File: src/rtl/morse_pkg.sv
// ----------------------------------------------------------------------------
// morse_pkg
//  Shared definitions for the Morse decoder: slot codes, FSM state encoding,
//  the default code for an undecodable pattern, and the pattern-to-ASCII
//  table used by the symbol LUT.
//  Table order is A..Z followed by 0..9, so the ASCII code of an entry can be
//  derived from its index (see morse_ascii).
// ----------------------------------------------------------------------------
package morse_pkg;

   localparam logic [1:0] SYM_NONE = 2'b00;
   localparam logic [1:0] SYM_DOT  = 2'b01;
   localparam logic [1:0] SYM_DASH = 2'b10;

   localparam logic [7:0] INVALID_CHAR_DEFAULT = 8'h3F;

   typedef enum logic [1:0] {
      ST_IDLE   = 2'd0,
      ST_LOOKUP = 2'd1,
      ST_PUSH   = 2'd2,
      ST_DONE   = 2'd3
   } state_e;

   localparam int NUM_CODES = 36;

   // First symbol in [9:8], last in [1:0]; 01 = dot, 10 = dash, 00 = none.
   localparam logic [9:0] MORSE_PAT [NUM_CODES] = '{
      10'b0110000000,  // A .-
      10'b1001010100,  // B -...
      10'b1001100100,  // C -.-.
      10'b1001010000,  // D -..
      10'b0100000000,  // E .
      10'b0101100100,  // F ..-.
      10'b1010010000,  // G --.
      10'b0101010100,  // H ....
      10'b0101000000,  // I ..
      10'b0110101000,  // J .---
      10'b1001100000,  // K -.-
      10'b0110010100,  // L .-..
      10'b1010000000,  // M --
      10'b1001000000,  // N -.
      10'b1010100000,  // O ---
      10'b0110100100,  // P .--.
      10'b1010011000,  // Q --.-
      10'b0110010000,  // R .-.
      10'b0101010000,  // S ...
      10'b1000000000,  // T -
      10'b0101100000,  // U ..-
      10'b0101011000,  // V ...-
      10'b0110100000,  // W .--
      10'b1001011000,  // X -..-
      10'b1001101000,  // Y -.--
      10'b1010010100,  // Z --..
      10'b1010101010,  // 0 -----
      10'b0110101010,  // 1 .----
      10'b0101101010,  // 2 ..---
      10'b0101011010,  // 3 ...--
      10'b0101010110,  // 4 ....-
      10'b0101010101,  // 5 .....
      10'b1001010101,  // 6 -....
      10'b1010010101,  // 7 --...
      10'b1010100101,  // 8 ---..
      10'b1010101001   // 9 ----.
   };

   function automatic logic [7:0] morse_ascii(input int idx);
      if (idx < 26) begin
         return 8'h41 + 8'(idx);
      end
      return 8'h30 + 8'(idx - 26);
   endfunction

endpackage

File: src/rtl/morse_sequence_decoder_if.sv
// ----------------------------------------------------------------------------
// morse_sequence_decoder_if
//  Groups the producer-facing inputs and the consumer-facing FIFO/status
//  outputs of the Morse decoder.
//   outputbits, spa_end, sent : symbol group, separator kind, publish strobe
//   rd_en                     : pop request from the display/UART stage
//   char_out, char_valid      : FIFO head and non-empty flag
//   count                     : entries held
//   msg_done, bad_symbol, overflow : status flags
//  slave  = decoder side, master = producer/consumer side.
// ----------------------------------------------------------------------------
interface morse_sequence_decoder_if #(
   parameter int DEPTH  = 16,
   parameter int CHAR_W = 8
);
   localparam int CNT_W = $clog2(DEPTH) + 1;

   logic [9:0]        outputbits;
   logic              spa_end;
   logic              sent;
   logic              rd_en;
   logic [CHAR_W-1:0] char_out;
   logic              char_valid;
   logic [CNT_W-1:0]  count;
   logic              msg_done;
   logic              bad_symbol;
   logic              overflow;

   modport slave (
      input  outputbits, spa_end, sent, rd_en,
      output char_out, char_valid, count, msg_done, bad_symbol, overflow
   );

   modport master (
      output outputbits, spa_end, sent, rd_en,
      input  char_out, char_valid, count, msg_done, bad_symbol, overflow
   );
endinterface

File: src/rtl/morse_symbol_lut.sv
// ----------------------------------------------------------------------------
// morse_symbol_lut
//  Combinational decode of a 10-bit symbol group to a character.
//   pat_i   in  10      symbol group
//   valid_o out 1       pattern is one of A-Z / 0-9
//   char_o  out CHAR_W  decoded character, INVALID_CHAR when not valid
//  Any pattern outside the table (11 slots, gaps, unassigned sequences,
//  all-none) reports valid_o = 0.
// ----------------------------------------------------------------------------
module morse_symbol_lut
   import morse_pkg::*;
#(
   parameter int                CHAR_W       = 8,
   parameter logic [CHAR_W-1:0] INVALID_CHAR = CHAR_W'(INVALID_CHAR_DEFAULT)
) (
   input  logic [9:0]        pat_i,
   output logic              valid_o,
   output logic [CHAR_W-1:0] char_o
);

   always_comb begin
      valid_o = 1'b0;
      char_o  = INVALID_CHAR;
      for (int i = 0; i < NUM_CODES; i++) begin
         if (pat_i == MORSE_PAT[i]) begin
            valid_o = 1'b1;
            char_o  = CHAR_W'(morse_ascii(i));
         end
      end
   end

endmodule

File: src/rtl/morse_sequence_decoder.sv
// ----------------------------------------------------------------------------
// morse_sequence_decoder
//  Captures symbol groups published by the Morse producer, decodes them to
//  ASCII and buffers the characters in a first-word-fall-through FIFO.
//   clk    in  1   system clock
//   Reset  in  1   asynchronous reset, active low
//   Clear  in  1   synchronous flush, active high
//   bus    slave modport of morse_sequence_decoder_if (symbol input, FIFO
//          head/pop, count and status flags)
//
//  state   | meaning
//  --------+-------------------------------------------------------------
//  IDLE    | waiting for a sent rising edge
//  LOOKUP  | latched pattern is being decoded; LUT result registered
//  PUSH    | character pushed (or dropped when full); flags updated
//  DONE    | end of message seen; sent ignored until Clear/Reset
// ----------------------------------------------------------------------------
module morse_sequence_decoder
   import morse_pkg::*;
#(
   parameter int                DEPTH        = 16,
   parameter int                CHAR_W       = 8,
   parameter logic [CHAR_W-1:0] INVALID_CHAR = CHAR_W'(INVALID_CHAR_DEFAULT)
) (
   input  logic                     clk,
   input  logic                     Reset,
   input  logic                     Clear,
   morse_sequence_decoder_if.slave  bus
);

   localparam int AW    = $clog2(DEPTH);
   localparam int CNT_W = AW + 1;

   state_e            state_q, state_d;
   logic              sent_q;
   logic [9:0]        pat_q, pat_d;
   logic              end_q, end_d;
   logic [CHAR_W-1:0] char_q, char_d;
   logic              ok_q, ok_d;
   logic              bad_q, bad_d;
   logic              ovf_q, ovf_d;
   logic [CNT_W-1:0]  wr_ptr_q, wr_ptr_d;
   logic [CNT_W-1:0]  rd_ptr_q, rd_ptr_d;
   logic [CHAR_W-1:0] mem_q [DEPTH];

   logic              lut_ok;
   logic [CHAR_W-1:0] lut_char;
   logic              sent_rise;
   logic [CNT_W-1:0]  count;
   logic              empty;
   logic              full;
   logic              do_pop;
   logic              do_push;

   morse_symbol_lut #(
      .CHAR_W       (CHAR_W),
      .INVALID_CHAR (INVALID_CHAR)
   ) u_lut (
      .pat_i   (pat_q),
      .valid_o (lut_ok),
      .char_o  (lut_char)
   );

   assign sent_rise = bus.sent & ~sent_q;
   assign count     = wr_ptr_q - rd_ptr_q;
   assign empty     = (count == '0);
   assign full      = (count == CNT_W'(DEPTH));
   assign do_pop    = bus.rd_en & ~empty & ~Clear;

   always_comb begin
      state_d = state_q;
      pat_d   = pat_q;
      end_d   = end_q;
      char_d  = char_q;
      ok_d    = ok_q;
      bad_d   = bad_q;
      ovf_d   = ovf_q;
      do_push = 1'b0;
      if (Clear) begin
         state_d = ST_IDLE;
         bad_d   = 1'b0;
         ovf_d   = 1'b0;
      end else begin
         case (state_q)
            ST_IDLE: begin
               if (sent_rise) begin
                  pat_d   = bus.outputbits;
                  end_d   = bus.spa_end;
                  state_d = ST_LOOKUP;
               end
            end
            ST_LOOKUP: begin
               char_d  = lut_char;
               ok_d    = lut_ok;
               state_d = ST_PUSH;
            end
            ST_PUSH: begin
               // An all-none group is a bare separator: nothing to store.
               if (pat_q != '0) begin
                  if (!ok_q) begin
                     bad_d = 1'b1;
                  end
                  // A simultaneous pop frees the slot, so a full FIFO still accepts.
                  if (!full || do_pop) begin
                     do_push = 1'b1;
                  end else begin
                     ovf_d = 1'b1;
                  end
               end
               state_d = end_q ? ST_DONE : ST_IDLE;
            end
            ST_DONE: begin
               state_d = ST_DONE;
            end
            default: begin
               state_d = ST_IDLE;
            end
         endcase
      end
   end

   always_comb begin
      wr_ptr_d = wr_ptr_q + CNT_W'(do_push);
      rd_ptr_d = rd_ptr_q + CNT_W'(do_pop);
      if (Clear) begin
         wr_ptr_d = '0;
         rd_ptr_d = '0;
      end
   end

   always_ff @(posedge clk or negedge Reset) begin
      if (!Reset) begin
         state_q  <= ST_IDLE;
         sent_q   <= 1'b0;
         pat_q    <= '0;
         end_q    <= 1'b0;
         char_q   <= '0;
         ok_q     <= 1'b0;
         bad_q    <= 1'b0;
         ovf_q    <= 1'b0;
         wr_ptr_q <= '0;
         rd_ptr_q <= '0;
      end else begin
         state_q  <= state_d;
         sent_q   <= bus.sent;
         pat_q    <= pat_d;
         end_q    <= end_d;
         char_q   <= char_d;
         ok_q     <= ok_d;
         bad_q    <= bad_d;
         ovf_q    <= ovf_d;
         wr_ptr_q <= wr_ptr_d;
         rd_ptr_q <= rd_ptr_d;
      end
   end

   // Storage needs no reset; the head is masked while empty.
   always_ff @(posedge clk) begin
      if (do_push) begin
         mem_q[wr_ptr_q[AW-1:0]] <= char_q;
      end
   end

   assign bus.char_out   = empty ? '0 : mem_q[rd_ptr_q[AW-1:0]];
   assign bus.char_valid = ~empty;
   assign bus.count      = count;
   assign bus.msg_done   = (state_q == ST_DONE);
   assign bus.bad_symbol = bad_q;
   assign bus.overflow   = ovf_q;

endmodule
File: src/flat_wrapper.sv
// flat-port wrapper written by rule: the top's interface ports become plain ports
module morse_sequence_decoder_flat import morse_pkg::*;
#(
   parameter int                DEPTH        = 16,
   parameter int                CHAR_W       = 8,
   parameter logic [CHAR_W-1:0] INVALID_CHAR = CHAR_W'(INVALID_CHAR_DEFAULT)
)
  (clk, Reset, Clear, bus_outputbits, bus_spa_end, bus_sent, bus_rd_en, bus_char_out, bus_char_valid, bus_count, bus_msg_done, bus_bad_symbol, bus_overflow);
  morse_sequence_decoder_if #(.DEPTH(DEPTH), .CHAR_W(CHAR_W)) bus_i ();
  input  logic clk;
  input  logic Reset;
  input  logic Clear;
  input wire logic [$bits(bus_i.outputbits)-1:0] bus_outputbits;
  input wire logic [$bits(bus_i.spa_end)-1:0] bus_spa_end;
  input wire logic [$bits(bus_i.sent)-1:0] bus_sent;
  input wire logic [$bits(bus_i.rd_en)-1:0] bus_rd_en;
  output wire logic [$bits(bus_i.char_out)-1:0] bus_char_out;
  output wire logic [$bits(bus_i.char_valid)-1:0] bus_char_valid;
  output wire logic [$bits(bus_i.count)-1:0] bus_count;
  output wire logic [$bits(bus_i.msg_done)-1:0] bus_msg_done;
  output wire logic [$bits(bus_i.bad_symbol)-1:0] bus_bad_symbol;
  output wire logic [$bits(bus_i.overflow)-1:0] bus_overflow;
  assign bus_i.outputbits = bus_outputbits;
  assign bus_i.spa_end = bus_spa_end;
  assign bus_i.sent = bus_sent;
  assign bus_i.rd_en = bus_rd_en;
  assign bus_char_out = bus_i.char_out;
  assign bus_char_valid = bus_i.char_valid;
  assign bus_count = bus_i.count;
  assign bus_msg_done = bus_i.msg_done;
  assign bus_bad_symbol = bus_i.bad_symbol;
  assign bus_overflow = bus_i.overflow;
  morse_sequence_decoder #(.DEPTH(DEPTH), .CHAR_W(CHAR_W), .INVALID_CHAR(INVALID_CHAR)) u_core (.clk(clk), .Reset(Reset), .Clear(Clear), .bus(bus_i));
endmodule
File: config.mk
export PLATFORM = sky130hd
export DESIGN_NAME = morse_sequence_decoder_flat
export DESIGN_NICKNAME = d
export VERILOG_FILES = /design/src/rtl/morse_pkg.sv /design/src/rtl/morse_sequence_decoder_if.sv /design/src/rtl/morse_symbol_lut.sv /design/src/rtl/morse_sequence_decoder.sv /design/src/flat_wrapper.sv
export SDC_FILE = /design/constraint.sdc
export NUM_CORES = 1
export LEC_CHECK = 0
export BUFFER_PORTS_ARGS = -buffer_cell sky130_fd_sc_hd__buf_4
export CELL_PAD_IN_SITES_DETAIL_PLACEMENT = 0
export CELL_PAD_IN_SITES_GLOBAL_PLACEMENT = 1
export CORE_AREA = 2 2 133 135
export DETAILED_ROUTE_END_ITERATION = 10
export DIE_AREA = 0 0 135 137
export PLACE_DENSITY = 0.71
export SYNTH_ARGS = -nofsm -noshare
export SYNTH_HDL_FRONTEND = slang
export SYNTH_HIERARCHICAL = 1
export SYNTH_SLANG_ARGS = --single-unit
File: constraint.sdc
create_clock -name clk -period 3.4 [get_ports clk]
set_input_delay 0.68 -clock clk [delete_from_list [all_inputs] [get_ports clk]]
set_output_delay 0.68 -clock clk [all_outputs]
set_load 0.005 [all_outputs]
======== After elaboration in Yosys (flattened, before gate mapping) ========
Memory sizes are Yosys's and may differ from the RTL's.
Index checks and enable logic that the tools add are counted.
storage, ports and cells
  memory bits (writable) .................. 128
  output and inout bits ................... 17
  register bits after elaboration ......... 35
  word-level logic and storage cells ...... 219
  input bits .............................. 16
  memories ................................ 1
memory list
  name          words  width  rd ports  clocked after Yosys merged registers in  wr ports  RTL line                      text
  u_core.mem_q  16     8      1         0                                        1         morse_sequence_decoder.sv:44  logic [CHAR_W-1:0] mem_q [DEPTH];
operators by class
  reductions and logical operators ........ 11
  mux-type cells .......................... 145
  bitwise operators ....................... 6
  $add $sub $neg .......................... 3
  eq/ne operators ......................... 43
operators with widths
  operator                                                                 count
  8-bit two-way mux                                                        36
  7-bit two-way mux                                                        27
  10-bit equality test, second input constant                              18
  10-bit by 9-bit equality test with 1-bit output, second input constant   18
  1-bit two-way mux                                                        76
  5-bit by 1-bit adder with 5-bit output                                   2
  5-bit two-way mux                                                        2
  10-bit nonzero test                                                      1
  3-bit AND reduction                                                      3
  2-bit one-hot mux with 4 select lines                                    1
  2-bit two-way mux                                                        3
  5-bit equality test, second input constant                               1
  5-bit logical NOT                                                        1
  5-bit subtractor                                                         1
  2-bit equality test, second input constant                               2
  2-bit inequality test, second input constant                             2
  2-bit nonzero test                                                       2
  1-bit AND                                                                3
  3-bit by 2-bit inequality test with 1-bit output, second input constant  1
  1-bit NOT                                                                3
  2-bit by 1-bit equality test with 1-bit output, second input constant    1
  2-bit logical NOT                                                        1
  2-bit AND reduction                                                      1
  1-bit logical NOT                                                        1
  1-bit logical OR                                                         1

======== Depth between registers and ports, before layout ========
Gate-level depths: netlist of the first run.
  depth in word-level cells ............... 39
  depth in mapped cells ................... 14
  depth with buffers taken out ............ 12

======== By module ========
Netlist of the first run, hierarchy kept.
by module, submodules not included
  module                  area an instance (um^2)  cells an instance  instances  sequential area each (um^2)
  morse_sequence_decoder  6752.7                   378                1          4719.5
  morse_symbol_lut        772.0                    116                1          0.0

======== Worst setup path after synthesis of the first run ========
No wires, ideal clock.
  path kind ............................... reg-to-output
  start point ............................. register u_core.wr_ptr_q[1]
  end point ............................... output bus_char_out[6]
  buffers on the path ..................... 2
  stages on the path, launching flop included .. 9
  data arrival time ....................... 2.082 ns
  slack ................................... 0.638 ns
  required time ........................... 2.720 ns
  cells stage by stage .................... dfrtp_1 clkbuf_1 inv_1 fa_1 xnor2_2 nor4_1 mux2_4 buf_6 a22oi_1
between the ends
  word-level cells in the longest chain between the ends .. 3
RTL lines
  element                 RTL line                       text
  start, declared         morse_sequence_decoder.sv:42   logic [CNT_W-1:0] wr_ptr_q, wr_ptr_d;
  start signal, assigned  morse_sequence_decoder.sv:152  wr_ptr_q <= wr_ptr_d;
  5-bit subtractor        morse_sequence_decoder.sv:65   assign count = wr_ptr_q - rd_ptr_q;
  via bus_count[2]        flat_wrapper.sv:19             output wire logic [$bits(bus_i.count)-1:0] bus_count;
  5-bit logical NOT       morse_sequence_decoder.sv:66   assign empty = (count == '0);
  8-bit two-way mux       morse_sequence_decoder.sv:164  assign bus.char_out = empty ? '0 : mem_q[rd_ptr_q[AW-1:0]];
  end, declared           flat_wrapper.sv:17             output wire logic [$bits(bus_i.char_out)-1:0] bus_char_out;
The timed path passes the listed nets, and every way through them passes these cells.

======== Worst setup path in the final report of the first run ========
  start point ............................. register u_core.wr_ptr_q[0]
  end point ............................... output bus_char_out[6]
between the ends
  word-level cells in the longest chain between the ends .. 3
RTL lines
  element            RTL line
  5-bit subtractor   morse_sequence_decoder.sv:65
  5-bit logical NOT  morse_sequence_decoder.sv:66
  8-bit two-way mux  morse_sequence_decoder.sv:164
Every way passes these cells.

==> results of run 1 <==
-- through the flow --
stage,setup slack [ns],cells
CTS,0.02885,776
floorplan,0.6378,494
global placement,0.5520,745
detailed placement,0.4684,745
finish,0.09468,781
global route,-0.01594,781
-- registers in the layout, summed over array words and instances (netlist names) --
name	flops
u_core/state_q	2
u_core/mem_q	128
u_core/char_q	8
u_core/wr_ptr_q	5
u_core/pat_q	10
u_core/bus.bad_symbol	1
u_core/sent_q	1
u_core/end_q	1
u_core/ok_q	1
u_core/rd_ptr_q	5
u_core/bus.overflow	1
-- worst reg2reg max path, cell delays in order, from the launching register on --
cell	delay (ns)
dfrtp_1	0.40
inv_1	0.08
ha_1	0.23
fa_2	0.54
inv_1	0.08
nor4_4	0.31
mux2_2	0.31
a21oi_1	0.09
ha_1	0.21
ha_1	0.22
nand3_1	0.10
xor2_1	0.14
nor2_1	0.05
-- synthesized netlist by cell type, drive strengths merged, types with 8 or more instances --
cell type	number	area [um^2]
a21oi	27	146.4
a22oi	26	195.2
buf	25	168.9
dfrtp	35	875.8
edfxtp	128	3844
ha	8	100.1
inv	12	45.04
mux2	20	229.0
mux4	32	720.7
nand2	9	33.78
nand2b	9	63.81
nand3	20	100.1
nor2	27	101.4
nor2b	10	62.56
nor4	11	68.82
xnor2	9	86.34
-- layout make-up --
class | count | area share
sequential | 163 | 0.5435
multi-input combinational | 292 | 0.3033
timing repair buffer | 58 | 0.05156
clock buffer | 18 | 0.04940
tap | 225 | 0.03240
clock inverter | 13 | 0.01469
inverter | 12 | 0.005184
-- what timing repair did --
| action | CTS | global route |
|---|---|---|
| gates resized for setup | 1 | 9 |
| cloned | 0 | 3 |
| setup endpoints to repair | 1 | 8 |
| buffers inserted | 0 | 2 |
| pin swaps | 0 | 2 |
-- layer usage --
layer  vias to the layer above  routed length, um
met5                         -                  0
met4                         0                234
met3                        15                419
met2                        83               8655
met1                      2315               6801
li1                       2067                  -
-- where the power goes --
| group | internal, uW | switching, uW | total [uW] |
|---|---|---|---|
| registers | 2320 | 243 | 2560 |
| logic | 811 | 778 | 1590 |
| clock network | 1020 | 772 | 1790 |
-- path summary, 6_finish.rpt --
check / from / to / slack, ns / cells past startpoint
max in group asynchronous: Reset / u_core/rd_ptr_q[0] / 2.83 / 1
min reg2reg: u_core/bus.overflow / u_core/bus.overflow / 0.53 / 1
max: u_core/wr_ptr_q[0] / bus_char_out[6] / 0.09 / 8
min in group clk: bus_sent / u_core/sent_q / 0.38 / 1
max reg2reg: u_core/wr_ptr_q[0] / u_core/rd_ptr_q[4] / 0.51 / 12
min: Reset / u_core/pat_q[8] / 0.21 / 1
-- placed cells by master (no fill, tap or decap), types with 3 or more instances in the layout --
master and count:
edfxtp_1 128, buf_4 57, dfrtp_1 33, mux4_2 32, nor2_1 27, a21oi_1 26, a22oi_1 26, mux2_2 21
nand3_1 20, clkbuf_16 17, inv_1 12, nor4_1 10, nor2b_1 10, nand2_1 9, nand2b_1 8, ha_1 8
xor2_1 7, nor3_1 7, xnor2_1 7, o21ai_0 6, nor4bb_1 6, nand4_1 5, or3_1 5, or4_1 4
clkinv_4 3, inv_6 3, nand3b_1 3, nand4bb_1 3, nor4b_1 3, and3_1 3
-- cell families (layout without fill, tap and decap cells) --
group | after synthesis | in the layout
AOI/OAI and AO/OA | 79 | 79
adders and majority gates | 9 | 9
muxes | 53 | 55
DFF | 163 | 163
xor gates and xnor gates | 16 | 16
and+or+nand+nor | 132 | 132
buffers and inverters | 41 | 101
other | 1 | 1
==> flow_summary.ini, run 1 <==
[run_status]
status = finished clean

[grt]
met3_usage = 0.03407
grt_max_degree = 36
grt_first_pass_wirelength_mm = 25.27
grt-ovfl-total = 0
grtUsageMet2 = 0.3232
use_met1 = 0.2241
grt_pass1_vias = 4537
top_usage_layer = met2
grtUsageTotal = 0.1806
antenna_found_initial = 0

[floorplan]
core_mm2 = 0.01706
die_x_um = 135
io_pins = 33
initial_core_util = 0.4412
row_count = 48
dieArea_mm2 = 0.01850
die_height_um = 137

[timing]
hold_slack_ns = 0.2141
tightest_slew_ns = 0.9220
clock.fmax_mhz = 302.5
fin_setup_tns_ns = 0
setup_viol = 0
maxSlewViolCount = 0
layout_min_cycle_time_ns = 3.305
slew_headroom = 0.3767
finalCritPeriodShare = 0.9722
hold_viol = 0
skew_ns = 0.01325

[finish]
area_delta_synth_final_pct = 15.46
fin_area_mm2 = 0.008688
layout.nets = 569
fillers = 1457
antenna_cells = 0
drive_above_1_share = 0.2788
regArea_mm2 = 0.004722
multi_input_area_mm2 = 0.002635
final_util = 0.5094

[yosys]
synth_compound_area_frac = 0.07300
synth_ff_type = edfxtp_1
synthCells = 494
yosysWarnings = 6
synth_cell_type_count = 59
synthSimpleGateAreaFrac = 0.1041
avgSynthCellArea_um2 = 15.23
seq_area_frac_synth = 0.6272
muxShareOfSynthArea = 0.1292
syn-cell-area_mm2 = 0.007525
ys_ff_latch = 163
synth_top_family_by_area = multiplexers
synth_adder_area_share = 0.01596
ys_async_sr_fraction = 0.2147
synth_xor_area_frac = 0.01962
syn_nets = 519
synth_edf_count = 128

[drt]
drtIter0Drc = 282
vias_per_cell = 5.736
postRouteAntennaNets = 0
wirelength_mm = 16.11
wl_per_cell_um = 20.63
vias = 4480
drc = 0
first_pass_iters = 4

[cts]
insertion_delay_ns = 0.42
worst_setup_hold_path_clk_slew_ns = 0.07
clock-sinks = 163
postCtsHoldBufs = 0
htree_num_levels = 4
cts_root_buf = clkbuf_16
cts_tree = yes
clockBufferDepth = 2
cts_inserted_buffers = 17

[hold_path]
hp-class = in2async

[worst_setup_path]
crit_top_cell = inv_1
required_ns = 2.72
cp_slowest_cell = fa_2
crit_family = adder cells
cpPeakStageDelay_ns = 0.54
crit_type = reg2out
worstPathArrival_ns = 2.63
path_buf_inv = 3
crit_chain = inv_1 -> ha_1 -> fa_2 -> inv_1 -> nor4_4 -> mux2_2 -> a22oi_1 -> buf_4
path_max_fanout = 6
critPathLaunchType = flip-flop
critPathCaptureType = output pin

[power_and_ir_drop]
p_per_area_mw_per_mm2 = 684.1
ir_drop_mv = 0.4005
finalPower_uw = 5944
p_leak_uw = 0.002984

[place]
placed_area_mm2 = 0.008049
port_buffers = 32
hpwlAfterDp_mm = 10.62
gp_congestion = 0.8301

[run]
cap_viol_max_count = 0
No activity file was read; power rests on OpenSTA's default activity.
==> run 2: changes to the inputs <==
- CORE_AREA: 2 2 133 135 -> 2 2 119 150
- DIE_AREA: 0 0 135 137 -> 0 0 121 152
==> flow_summary.ini, run 2 (synthesized netlist as in run 1, its figures left out) <==
[cts]
htree_num_levels = 4
insertion_delay_ns = 0.42
cts_root_buf = clkbuf_16
postCtsHoldBufs = 0
cts_inserted_buffers = 17
clockBufferDepth = 2
clock-sinks = 163
cts_tree = yes
worst_setup_hold_path_clk_slew_ns = 0.06

[drt]
vias_per_cell = 5.925
vias = 4598
wl_per_cell_um = 21.86
drtIter0Drc = 473
wirelength_mm = 16.97
drc = 0
postRouteAntennaNets = 0
first_pass_iters = 5

[floorplan]
core_mm2 = 0.01709
row_count = 54
initial_core_util = 0.4402
die_height_um = 152
io_pins = 33
dieArea_mm2 = 0.01839
die_x_um = 121

[timing]
skew_ns = 0.006498
slew_headroom = 0.3027
hold_slack_ns = 0.2120
fin_setup_tns_ns = 0
layout_min_cycle_time_ns = 3.272
hold_viol = 0
maxSlewViolCount = 0
finalCritPeriodShare = 0.9624
rsz0062_at_grt = no
clock.fmax_mhz = 305.6
tightest_slew_ns = 1.046
setup_viol = 0

[finish]
final_util = 0.5102
antenna_cells = 0
final_common_cell = edfxtp_1
drive_above_1_share = 0.2899
layout.nets = 564
instances_no_fill = 776
final_cell_mix = edfxtp_1 (128), buf_4 (52), dfrtp_1 (34)
area_delta_synth_final_pct = 15.90
largest_register_ffs = 128

[power_and_ir_drop]
p_per_area_mw_per_mm2 = 710.5
p_leak_uw = 0.002972
ir_drop_mv = 0.4011

[grt]
antenna_found_initial = 0
grt_max_degree = 36
grt_first_pass_wirelength_mm = 26.61
grt-ovfl-total = 0
grt_pass1_vias = 4669
grtUsageTotal = 0.1911

[worst_setup_path]
critPathCaptureType = output pin
reg2reg_depth = 5
required_ns = 2.72
reg2reg_slack_ns = 0.37
crit_type = reg2out
worstPathArrival_ns = 2.59
reg2reg_from = u_core/wr_ptr_q[2]
path_max_fanout = 33
r2r-end = u_core/mem_q[8][6]
critPathLaunchType = flip-flop

[place]
hpwlAfterDp_mm = 11.00
dp_cells = 738
gp_congestion = 0.8647
port_buffers = 32

[run]
cap_viol_max_count = 0

[run_status]
status = finished clean

[hold_path]
hp-class = in2async
==> run 2: cell types whose count changed in the layout (fill, tap and decap cells not counted), sizes merged <==
cell,delta
clkinvlp,+3
buf,-5
inv,-1
bufinv,+2
clkinv,-3
==> run 2: worst max-delay path, stage by stage, from the launching register on <==
cell and delay, ns:
dfrtp_2 0.39, buf_4 0.12, buf_6 0.38, mux4_2 0.58, a22oi_1 0.40, a22oi_2 0.09
buf_4 0.16
==> run 2: layout make-up <==
cell class / instances / area, um^2
clock buffer: 18 / 429.2
sequential: 163 / 4721
multi-input combinational: 292 / 2668
fill: 1457 / 8373
tap: 224 / 280.3
timing repair buffer: 53 / 401.6
clock inverter: 14 / 176.4
inverter: 12 / 45.04
==> run 2: worst max path at each step <==
stage,startpoint,end,slack [ns],depth (start not counted)
2_1_floorplan,u_core/wr_ptr_q[1],bus_char_out[6],0.64,8
3_3_place_gp,u_core/wr_ptr_q[0],u_core/mem_q[3][2],0.37,7
3_5_place_dp,u_core/wr_ptr_q[0],u_core/mem_q[3][2],0.40,7
4_1_cts,u_core/wr_ptr_q[0],bus_char_out[0],0.005,8
5_1_grt,u_core/rd_ptr_q[0],bus_char_out[6],0.03,6
6_report,u_core/rd_ptr_q[0],bus_char_out[6],0.13,6
==> run 2: what timing repair did <==
item / CTS / global route
resized for setup: 0 / 15
gates cloned: 0 / 2
pin swaps: 1 / 5
buffers inserted: 1 / 4
setup endpoints to repair: 3 / 9
==> run 2: layer usage <==
layer / global-route usage / wire [um] / up-vias
li1: - / - / 2059
met1: 0.2510 / 6952 / 2374
met2: 0.3146 / 8790 / 139
met3: 0.03453 / 788 / 26
met4: 0.07475 / 435 / 0
met5: 0 / 0 / -
==> run 2: where the power goes <==
part / switching, uW / internal (uW) / total, uW
Clock: 789 / 1160 / 1950
Sequential: 247 / 2320 / 2570
Combinational: 846 / 829 / 1680
==> run 2: through the flow <==
step	worst slack, ns	area [um^2]	power, uW
after floorplan	0.6378	7525	3572
after global placement	0.3708	7990	4041
after detailed placement	0.3990	7990	4072
after CTS	0.004686	8603	6037
after global routing	0.03242	8721	6475
final	0.1277	8721	6196
==> run 3: changes to the inputs <==
- clock period: 3.4 -> 3.8 ns (I/O delays scaled with it)
==> flow_summary.ini, run 3 (synthesized netlist as in run 1, its figures left out) <==
[grt]
grt_pass1_vias = 4424
grt_max_degree = 36
antenna_found_initial = 0
grt_first_pass_wirelength_mm = 25.53
grtUsageTotal = 0.1858
grt-ovfl-total = 0

[timing]
maxSlewViolCount = 0
finalCritPeriodShare = 0.9345
postLayoutSetupSlackWorst_ns = 0.2487
hold_viol = 0
rsz0062_at_grt = no
tightest_slew_ns = 1.153
setup_viol = 0
skew_ns = 0.009990
hold_slack_ns = 0.2862
layout_min_cycle_time_ns = 3.551
clock.fmax_mhz = 281.6
fin_setup_tns_ns = 0
slew_headroom = 0.2311

[finish]
final_cell_mix = edfxtp_1 (128), buf_4 (38), dfrtp_1 (34)
largest_register_ffs = 128
multi_input_area_mm2 = 0.002584
final_common_cell = edfxtp_1
final_util = 0.4960
fin_area_mm2 = 0.008479
regArea_mm2 = 0.004721
drive_above_1_share = 0.2430
area_delta_synth_final_pct = 12.69
fillers = 1456
layout.nets = 547
antenna_cells = 0

[drt]
postRouteAntennaNets = 0
drc = 0
wirelength_mm = 16.18
vias = 4430
drtIter0Drc = 344
vias_per_cell = 5.837
first_pass_iters = 5
wl_per_cell_um = 21.32

[floorplan]
die_x_um = 121
initial_core_util = 0.4402
dieArea_mm2 = 0.01839
core_mm2 = 0.01709
row_count = 54
io_pins = 33
die_height_um = 152

[place]
detailedPlace.worstSlack_ns = 0.4450
hpwlAfterDp_mm = 10.74
gp_congestion = 0.8388
placed_area_mm2 = 0.007908
port_buffers = 32

[worst_setup_path]
crit_type = reg2out
critPathLaunchType = flip-flop
path_max_fanout = 28
worstPathArrival_ns = 2.79
critPathCaptureType = output pin
required_ns = 3.04

[cts]
cts_inserted_buffers = 17
clockBufferDepth = 2
worst_setup_hold_path_clk_slew_ns = 0.06
clock-sinks = 163
htree_num_levels = 4
cts_tree = yes
insertion_delay_ns = 0.42
postCtsHoldBufs = 0
post_cts_buffers = 0
cts-resized-gates = 1
cts_root_buf = clkbuf_16

[power_and_ir_drop]
ir_drop_mv = 0.3664
p_per_area_mw_per_mm2 = 615.2
p_leak_uw = 0.002880

[hold_path]
hp-class = in2async

[run]
cap_viol_max_count = 0

[run_status]
status = finished clean
[run 3: layer usage]
layer  up-vias  part of all wire  GRT usage
met3        18             0.034    0.03529
li1       2030                 -          -
met4         0             0.015    0.05648
met1      2270              0.43     0.2478
met5         -                 0          0
met2       112              0.53     0.3085
[run 3: per-stage QoR]
step                instances  total power (uW)
finish                    759              5216
global route              759              5458
CTS                       759              5267
detailed placement        727              3631
global placement          727              3609
floorplan                 494              3196
[run 3: layout make-up]
cell class | instances | area share
clock buffer | 20 | 0.05150
sequential | 163 | 0.5567
clock inverter | 12 | 0.01505
inverter | 12 | 0.005312
tap | 224 | 0.03305
multi-input combinational | 290 | 0.3047
timing repair buffer | 38 | 0.03364
[run 3: critical path: stages (launching register included)]
cell,delay [ns]
dfrtp_1,0.54
inv_1,0.14
fa_1,0.49
xnor2_2,0.23
nor4_1,0.07
mux2_4,0.41
a22oi_1,0.31
buf_4,0.16
[run 3: final timing paths]
kind / cells past startpoint / slack (ns) / from / endpoint
worst min register to register: 1 / 0.51 / u_core/bus.overflow / u_core/bus.overflow
worst min-delay path: 1 / 0.29 / Reset / u_core/pat_q[6]
worst max-delay path: 7 / 0.25 / u_core/wr_ptr_q[1] / bus_char_out[0]
min in group clk: 1 / 0.45 / bus_sent / u_core/sent_q
worst max register to register: 6 / 0.58 / u_core/wr_ptr_q[1] / u_core/mem_q[1][2]
max in group asynchronous: 1 / 3.16 / Reset / u_core/rd_ptr_q[0]
[run 3: where the power goes]
group          switching, uW  internal, uW  total, uW
logic                    658           635       1290
clock network            669           968       1640
registers                208          2080       2290
